### src/rtl/sevenseg_scan.sv
// sevenseg_scan: four-digit multiplexed common-anode seven-segment driver.
//
// A free-running prescaler produces a scan tick every 2^(DIV_BIT+1) clocks.
// Each tick advances the digit index. A 16-bit hex value is captured into a
// pending register by a load strobe. It becomes visible only at a frame
// boundary, so no digit ever mixes old and new data.
//
// Ports:
//   clk        system clock, all logic on posedge
//   reset      synchronous active-high reset
//   data_in    hex value, digit k = data_in[4k+3:4k], digit 0 rightmost
//   dp_in      decimal-point enables, bit k for digit k, active-high
//   load       one-cycle strobe that captures data_in/dp_in
//   pending    high while a loaded value awaits commit
//   frame_done one-cycle pulse after each digit 3 -> 0 wrap
//   an         anode enables, active-low, one-hot-low
//   seg        cathodes, active-low, seg[0]=a .. seg[6]=g
//   dp         decimal-point cathode, active-low
//
// Optional feature: define SEVENSEG_SCAN_BLANK_EN for leading-zero blanking
// of digits 1..3. Digit 0 is never blanked. The default build decodes every
// digit.

module sevenseg_scan #(
   parameter int unsigned DIV_BIT = 13
) (
   input  logic        clk,
   input  logic        reset,
   input  logic [15:0] data_in,
   input  logic [3:0]  dp_in,
   input  logic        load,
   output logic        pending,
   output logic        frame_done,
   output logic [3:0]  an,
   output logic [6:0]  seg,
   output logic        dp
);

   logic [DIV_BIT:0] prescaler_q, prescaler_d;
   logic [1:0]       idx_q, idx_d;
   logic [15:0]      pend_val_q, pend_val_d;
   logic [3:0]       pend_dp_q, pend_dp_d;
   logic [15:0]      disp_val_q, disp_val_d;
   logic [3:0]       disp_dp_q, disp_dp_d;
   logic             pending_q, pending_d;
   logic             frame_done_q, frame_done_d;
   logic [3:0]       an_q, an_d;
   logic [6:0]       seg_q, seg_d;
   logic             dp_q, dp_d;

   logic       tick;
   logic       commit;
   logic [3:0] nibble;
   logic       blank;

   function automatic logic [6:0] hex_to_seg(input logic [3:0] h);
      logic [6:0] s;
      case (h)
         4'h0:    s = 7'b1000000;
         4'h1:    s = 7'b1111001;
         4'h2:    s = 7'b0100100;
         4'h3:    s = 7'b0110000;
         4'h4:    s = 7'b0011001;
         4'h5:    s = 7'b0010010;
         4'h6:    s = 7'b0000010;
         4'h7:    s = 7'b1111000;
         4'h8:    s = 7'b0000000;
         4'h9:    s = 7'b0010000;
         4'hA:    s = 7'b0001000;
         4'hB:    s = 7'b0000011;
         4'hC:    s = 7'b1000110;
         4'hD:    s = 7'b0100001;
         4'hE:    s = 7'b0000110;
         default: s = 7'b0001110;
      endcase
      return s;
   endfunction

   assign tick   = &prescaler_q;
   assign commit = tick && (idx_q == 2'd3);

`ifdef SEVENSEG_SCAN_BLANK_EN
   // lead_zero[k]: nibbles k..3 of the post-commit value are all zero.
   logic [3:0] lead_zero;
   always_comb begin
      lead_zero    = 4'b0000;
      lead_zero[3] = (disp_val_d[15:12] == 4'h0);
      lead_zero[2] = lead_zero[3] && (disp_val_d[11:8] == 4'h0);
      lead_zero[1] = lead_zero[2] && (disp_val_d[7:4] == 4'h0);
   end
   assign blank = lead_zero[idx_d];
`else
   assign blank = 1'b0;
`endif

   always_comb begin
      prescaler_d  = prescaler_q + 1'b1;
      idx_d        = tick ? idx_q + 2'd1 : idx_q;
      pend_val_d   = pend_val_q;
      pend_dp_d    = pend_dp_q;
      disp_val_d   = disp_val_q;
      disp_dp_d    = disp_dp_q;
      pending_d    = pending_q;
      frame_done_d = commit;

      if (commit) begin
         // A load landing on the commit edge bypasses the pending register.
         if (load) begin
            disp_val_d = data_in;
            disp_dp_d  = dp_in;
            pending_d  = 1'b0;
         end else if (pending_q) begin
            disp_val_d = pend_val_q;
            disp_dp_d  = pend_dp_q;
            pending_d  = 1'b0;
         end
      end else if (load) begin
         pend_val_d = data_in;
         pend_dp_d  = dp_in;
         pending_d  = 1'b1;
      end

      // Outputs are registered from next-state values so they track the
      // new index and the post-commit display value on the same edge.
      nibble = disp_val_d[{idx_d, 2'b00} +: 4];
      an_d   = ~(4'b0001 << idx_d);
      seg_d  = blank ? 7'b1111111 : hex_to_seg(nibble);
      dp_d   = ~disp_dp_d[idx_d];
   end

   always_ff @(posedge clk) begin
      if (reset) begin
         prescaler_q  <= '0;
         idx_q        <= 2'd0;
         pend_val_q   <= 16'h0000;
         pend_dp_q    <= 4'h0;
         disp_val_q   <= 16'h0000;
         disp_dp_q    <= 4'h0;
         pending_q    <= 1'b0;
         frame_done_q <= 1'b0;
         an_q         <= 4'b1110;
         seg_q        <= 7'b1000000;
         dp_q         <= 1'b1;
      end else begin
         prescaler_q  <= prescaler_d;
         idx_q        <= idx_d;
         pend_val_q   <= pend_val_d;
         pend_dp_q    <= pend_dp_d;
         disp_val_q   <= disp_val_d;
         disp_dp_q    <= disp_dp_d;
         pending_q    <= pending_d;
         frame_done_q <= frame_done_d;
         an_q         <= an_d;
         seg_q        <= seg_d;
         dp_q         <= dp_d;
      end
   end

   assign pending    = pending_q;
   assign frame_done = frame_done_q;
   assign an         = an_q;
   assign seg        = seg_q;
   assign dp         = dp_q;

endmodule

### config.mk
export PLATFORM = sky130hd
export DESIGN_NAME = sevenseg_scan
export DESIGN_NICKNAME = d
export VERILOG_FILES = /design/src/rtl/sevenseg_scan.sv
export SDC_FILE = /design/constraint.sdc
export NUM_CORES = 1
export LEC_CHECK = 0
export BUFFER_PORTS_ARGS = -buffer_cell sky130_fd_sc_hd__buf_2
export CAP_MARGIN = 5
export CORE_ASPECT_RATIO = 1.75
export CORE_MARGIN = 8
export CORE_UTILIZATION = 58
export DETAILED_ROUTE_END_ITERATION = 8
export GPL_ROUTABILITY_DRIVEN = 0
export HOLD_SLACK_MARGIN = 0.1
export PLACE_DENSITY = 0.79
export SKIP_LAST_GASP = 1
export SLEW_MARGIN = 10
export SYNTH_ARGS = -nofsm -noshare
export SYNTH_HDL_FRONTEND = slang
export SYNTH_SLANG_ARGS = --single-unit
export TNS_END_PERCENT = 50
### constraint.sdc
create_clock -name clk -period 4.5 [get_ports clk]
set_input_delay 0.675 -clock clk [delete_from_list [all_inputs] [get_ports clk]]
set_output_delay 0.675 -clock clk [all_outputs]
set_load 0.005 [all_outputs]
**Yosys cells after proc, flatten, opt, wreduce, memory -nomap -nowiden**

Memories as Yosys holds them, arrays and structs flattened. A register that Yosys moved wholly into a read port is not among the register bits.
Cells that the tools add are included.

- Bits of input ports: 23
- Memories kept: 1
- Register bits after elaboration: 63
- Logic and storage cells: 33
- Output and inout port bits: 14
- Memory bits (read-only): 112

Memories:

| memory | depth | width | read ports | clocked after Yosys merged registers in | wr ports | RTL line | source |
|---|---|---|---|---|---|---|---|
| (name not given) | 16 | 7 | 1 | 1 | 0 | 58 | `case (h)` |

- Shifts and indexed selects: 2
- Order comparisons: 1
- Mux-type cells: 9
- Add/subtract/negate cells: 2
- Reduce and logical (&&, ||, !) cells: 4
- Equality and inequality tests: 1
- Bitwise logic cells: 3

Operator list:

| kind | count |
|---|---|
| $mux 16 | 3 |
| $shiftx 16x5->4 | 1 |
| $add 14x1->14 const B | 1 |
| $reduce_and 14->1 | 1 |
| $mux 4 | 3 |
| $not 4->4 | 1 |
| $shl 1x2->4 const A | 1 |
| $lt 2x3->1 const B | 1 |
| $add 2x1->2 const B | 1 |
| $bmux 1 s2 | 1 |
| $eq 2x2->1 const B | 1 |
| $mux 2 | 1 |
| $not 1->1 | 2 |
| $reduce_and 2->1 | 1 |
| $reduce_or 2->1 | 1 |
| $logic_and 1x1->1 | 1 |
| $mux 1 | 1 |

**Logic depth before layout (Yosys ltp)**

- Depth in word-level cells: 6
- Depth in mapped cells: 13
- Depth with buffers taken out: 11

**Least setup slack after synthesis**

No wires, ideal clock.

- Path type: register to register
- Start point: reg prescaler_q[0]
- End point: reg seg_q[0] (netlist: seg[0])
- Stages on the path, launching flop included: 14
- Required time: 4.421 ns
- Arrival: 3.205 ns
- Setup slack: 1.216 ns
- Setup time: 0.079 ns
- Period minus slack after synthesis: 3.284 ns
- Path buffers: 2
- Cell sequence: dfxtp_1 -> ha_1 -> nand4_4 -> or4_1 -> buf_2 -> buf_6 -> o32a_1 -> o221ai_2 -> o22ai_1 -> a221oi_4 -> ha_1 -> inv_1 -> or4_1 -> o211ai_1

- Cells in the longest elaborated chain, start to end: 4
- Elaborated cells on any way between the ends: 5
- Classes of those cells: 1 x shift; 2 x mux; 2 x reduce/logical

Ends and longest elaborated chain:

| element | RTL line | source |
|---|---|---|
| from (decl) | 39 | `logic [DIV_BIT:0] prescaler_q, prescaler_d;` |
| from (signal assigned) | 145 | `prescaler_q <= prescaler_d;` |
| $reduce_and 14->1 * | 79 | `assign tick = &prescaler_q;` |
| $logic_and 1x1->1 | 80 | `assign commit = tick && (idx_q == 2'd3);` |
| $mux 16 | 106 | `if (commit) begin` |
| $shiftx 16x5->4 * | 125 | `nibble = disp_val_d[{idx_d, 2'b00} +: 4];` |
| to (decl) | 48 | `logic [6:0] seg_q, seg_d;` |

Mark *: on every way between the ends. The rest lies on a longest branch, timed or not.
A chain may end at the register's enable or synchronous reset.

**Worst setup path in the final report**

Same ends and word-level chain as after synthesis.

==> summary.txt <==
Cells and area
  – Ant. Diodes: 0
  – Final Instance Area: 3646 µm²
  – Final Net Count: 420
  – Layout cell share with drive strength beyond 1: 17.51%
  – Area Overhead vs Synth: 14.81%

Drt
  – Vias per std cell: slightly above 6
  – Residual antenna-violating net count after detailed routing: 0
  – DRT Wirelength: 7900 µm
  – DR iter-0 viols: 254
  – Drt wl/cell: 17.59 µm
  – Iteration count of the initial detailed-routing pass: 4
  – DR vias: 2801
  – DRC errors left: 0

Placement
  – Placed cell areas: 3366 µm²
  – Hpwl dp: ~5600 µm
  – IO buf count: 36

STA
  – Final min period: approximately 3.7 ns
  – Setup Skew: about 0.006 ns
  – RSZ-0062 raised after global routing: false
  – FMAX: between 200 and 300 MHz
  – Slew headroom: between 40 and 50%
  – Total negative slack: 0 ns
  – Final worst-path cycle share: ~82%
  – Final hold violations: 0
  – Actual slew at the worst max-slew pin: approximately 0.76 ns
  – Final setup viols: 0
  – Final Slew Violations: 0

Synthesis
  – Simple-gate share of the synthesized area: 21.79%
  – Cell with the most instances after synthesis: dfxtp_1
  – Top cells by area, synth: dfxtp_1 44%, nand2_1 6.9%, nor2_1 5.2%
  – Yosys reg bits: 70
  – Ys flop type: dfxtp_1
  – Mapped Cells: 359
  – Post-Syn Area: between 3000 and 4000 µm²
  – Synth Area in XOR/XNOR: 3.861%
  – EDFF count, synth: 0
  – Post-synthesis adder-cell area fraction: 3.152%
  – Post-synthesis compound-gate area fraction: between 20% and 30%
  – Seq/Total Area, Yosys: roughly 44%
  – Largest family of logic cells by synthesized area: simple AND/OR/NAND/NOR gates
  – Netlist cell types: between 40 and 50
  – Top post-synthesis cells by count: 70 x dfxtp_1, 58 x nand2_1, 44 x nor2_1
  – Post-Syn Nets: 390
  – FFs w/ async S/R, synth: 0%
  – Cell taking the most area after synthesis: dfxtp_1
  – Mux share of post-synthesis cell area: 1.931%
  – Yosys Warn Count: 0
  – Syn avg cell area: 8.846 µm²
  – Share of the synthesized area in the top cell type: about 44%

Worst setup path
  – CP Capture Type: flop
  – WP data required: about 4.8 ns
  – Worst Setup Path Type: flop to flop
  – Worst path cell trace: ha_1, nand4_4, or4_1, o32ai_1, nor2_1, a221oi_4, ha_1, inv_1, or4_1, o211ai_1
  – CP Data Arrival Time: ~4.0 ns
  – Slowest cell on crit path: or4_1
  – Worst Setup Start Kind: flop
  – Crit Path Max Fanout: 16
  – Max incr delay on CP: about 0.86 ns

Global route
  – Initial antenna violation count: 0
  – Grt total ovfl: 0
  – First-pass GRT wire length: 13060 µm
  – Global Route Usage Sum: between 20% and 30%
  – Maximum number of pins on one net before global-route repair: 64
  – Vias in the first global route: 2770

Clock tree
  – Reg clk slew, reported paths: 0.07 ns
  – CTS max path bufs: 2
  – CTS tree: done
  – Worst-Skew Late Latency: between 0.3 and 0.4 ns
  – TritonCTS Buffers: 9
  – H-tree depth: 3
  – Root Driver: clkbuf_8
  – Setup Buffers After CTS: 0
  – Hold_buf cts: 0
  – CTS Sinks: 70
  – Post_cts resized: 0

Floorplanning
  – Die area: 8192 µm²
  – Core area: 5255 µm²
  – Top Ports: 37
  – Die width: about 72 µm
  – # rows: 35
  – Initial Util: 60.43%
  – Die H: 113.9 µm

Power and ir drop
  – Worst VDD drop: 0.2648 mV
  – Lkg Pwr: roughly 0.0015 µW
  – Pwr dens: 384.0 nW/µm²

Run status
  – Run status: complete, no violations

Worst hold path
  – Hold Path Class: flop to flop

Run
  – Max Cap Viol: 0
-- layer usage --
| metal | part of all wire [%] | global-route usage, % | up-vias |
|---|---|---|---|
| met5 | 0 | 0 | - |
| met1 | 38 | 20.52 | 1356 |
| met4 | 1.7 | 7.407 | 0 |
| met2 | 56 | 37.35 | 77 |
| met3 | 4.2 | 5.448 | 16 |
| li1 | - | - | 1352 |
-- sequential cells by signal, summed over array words and instances, names as in the netlist --
name	count
an	4
disp_dp_q	4
disp_val_q	16
dp	1
frame_done	1
idx_q	2
pend_dp_q	4
pend_val_q	16
pending	1
prescaler_q	14
seg	7
-- layout by cell type, fill, tap and decap left out, types with 10 or more instances in the layout --
cell and n:
o32a_1 10, clkbuf_8 11, dfxtp_1 70, a21oi_1 27, nor2_1 44, nand2_1 58, buf_2 36
-- power breakdown --
group          total, µW  internal [µW]  switching, µW  leakage [µW]
Clock                692            455            236      0.000140
Sequential           642            632           10.6      0.000569
Combinational       66.2           25.2           41.1      0.000765
-- worst max-delay path, delay by kind of cell, from the launching register on --
family	cells	cell delay, ns
AO/OA/AOI/OAI	3	1.00
adder cells (fa/ha/maj)	2	0.48
buffers and inverters	1	0.05
flip-flops	1	0.37
AND/OR/NAND/NOR	4	1.70
-- logic make-up after synthesis --
group           Yosys count
compound gates           86
xor+xnor                 14
fa+ha+maj                 8
buf+inv                  30
flops                    70
mux                       6
simple gates            145
-- final timing paths --
check,to,slack [ns],cells after the start,start
worst max-delay path,seg[0]$_SDFF_PP0_,0.81,10,prescaler_q[0]$_SDFF_PP0_
worst min-delay path,pend_val_q[1]$_SDFFE_PP0P_,0.46,2,pend_val_q[1]$_SDFFE_PP0P_
worst max register to register,seg[0]$_SDFF_PP0_,0.81,10,prescaler_q[0]$_SDFF_PP0_
worst min register to register,pend_val_q[1]$_SDFFE_PP0P_,0.46,2,pend_val_q[1]$_SDFFE_PP0P_
-- through the flow --
stage / setup WS (ns) / hold slack [ns] / total power [µW] / std cells / util [%]
after floorplan: 1.216 / 0.4260 / 695.0 / 359 / -
after detailed placement: 0.8424 / 0.4515 / 721.5 / 433 / 64.05
after global routing: 0.5479 / 0.4849 / 1440 / 449 / 69.38
final: 0.8085 / 0.4606 / 1400 / 449 / 69.38
after CTS: 0.8052 / 0.4622 / 1404 / 449 / 69.38
after global placement: 0.9362 / 0.4391 / 719.6 / 433 / 64.05
-- final cells by class --
class                      count  area (µm²)
multi-input combinational    259        1648
timing repair buffer          41       217.7
inverter                       8       30.03
clock inverter                 5       128.9
clock buffer                  11       151.4
fill                         420        1609
tap                           55       68.82
sequential                    70        1401
No activity file was read; power rests on OpenSTA's default activity.
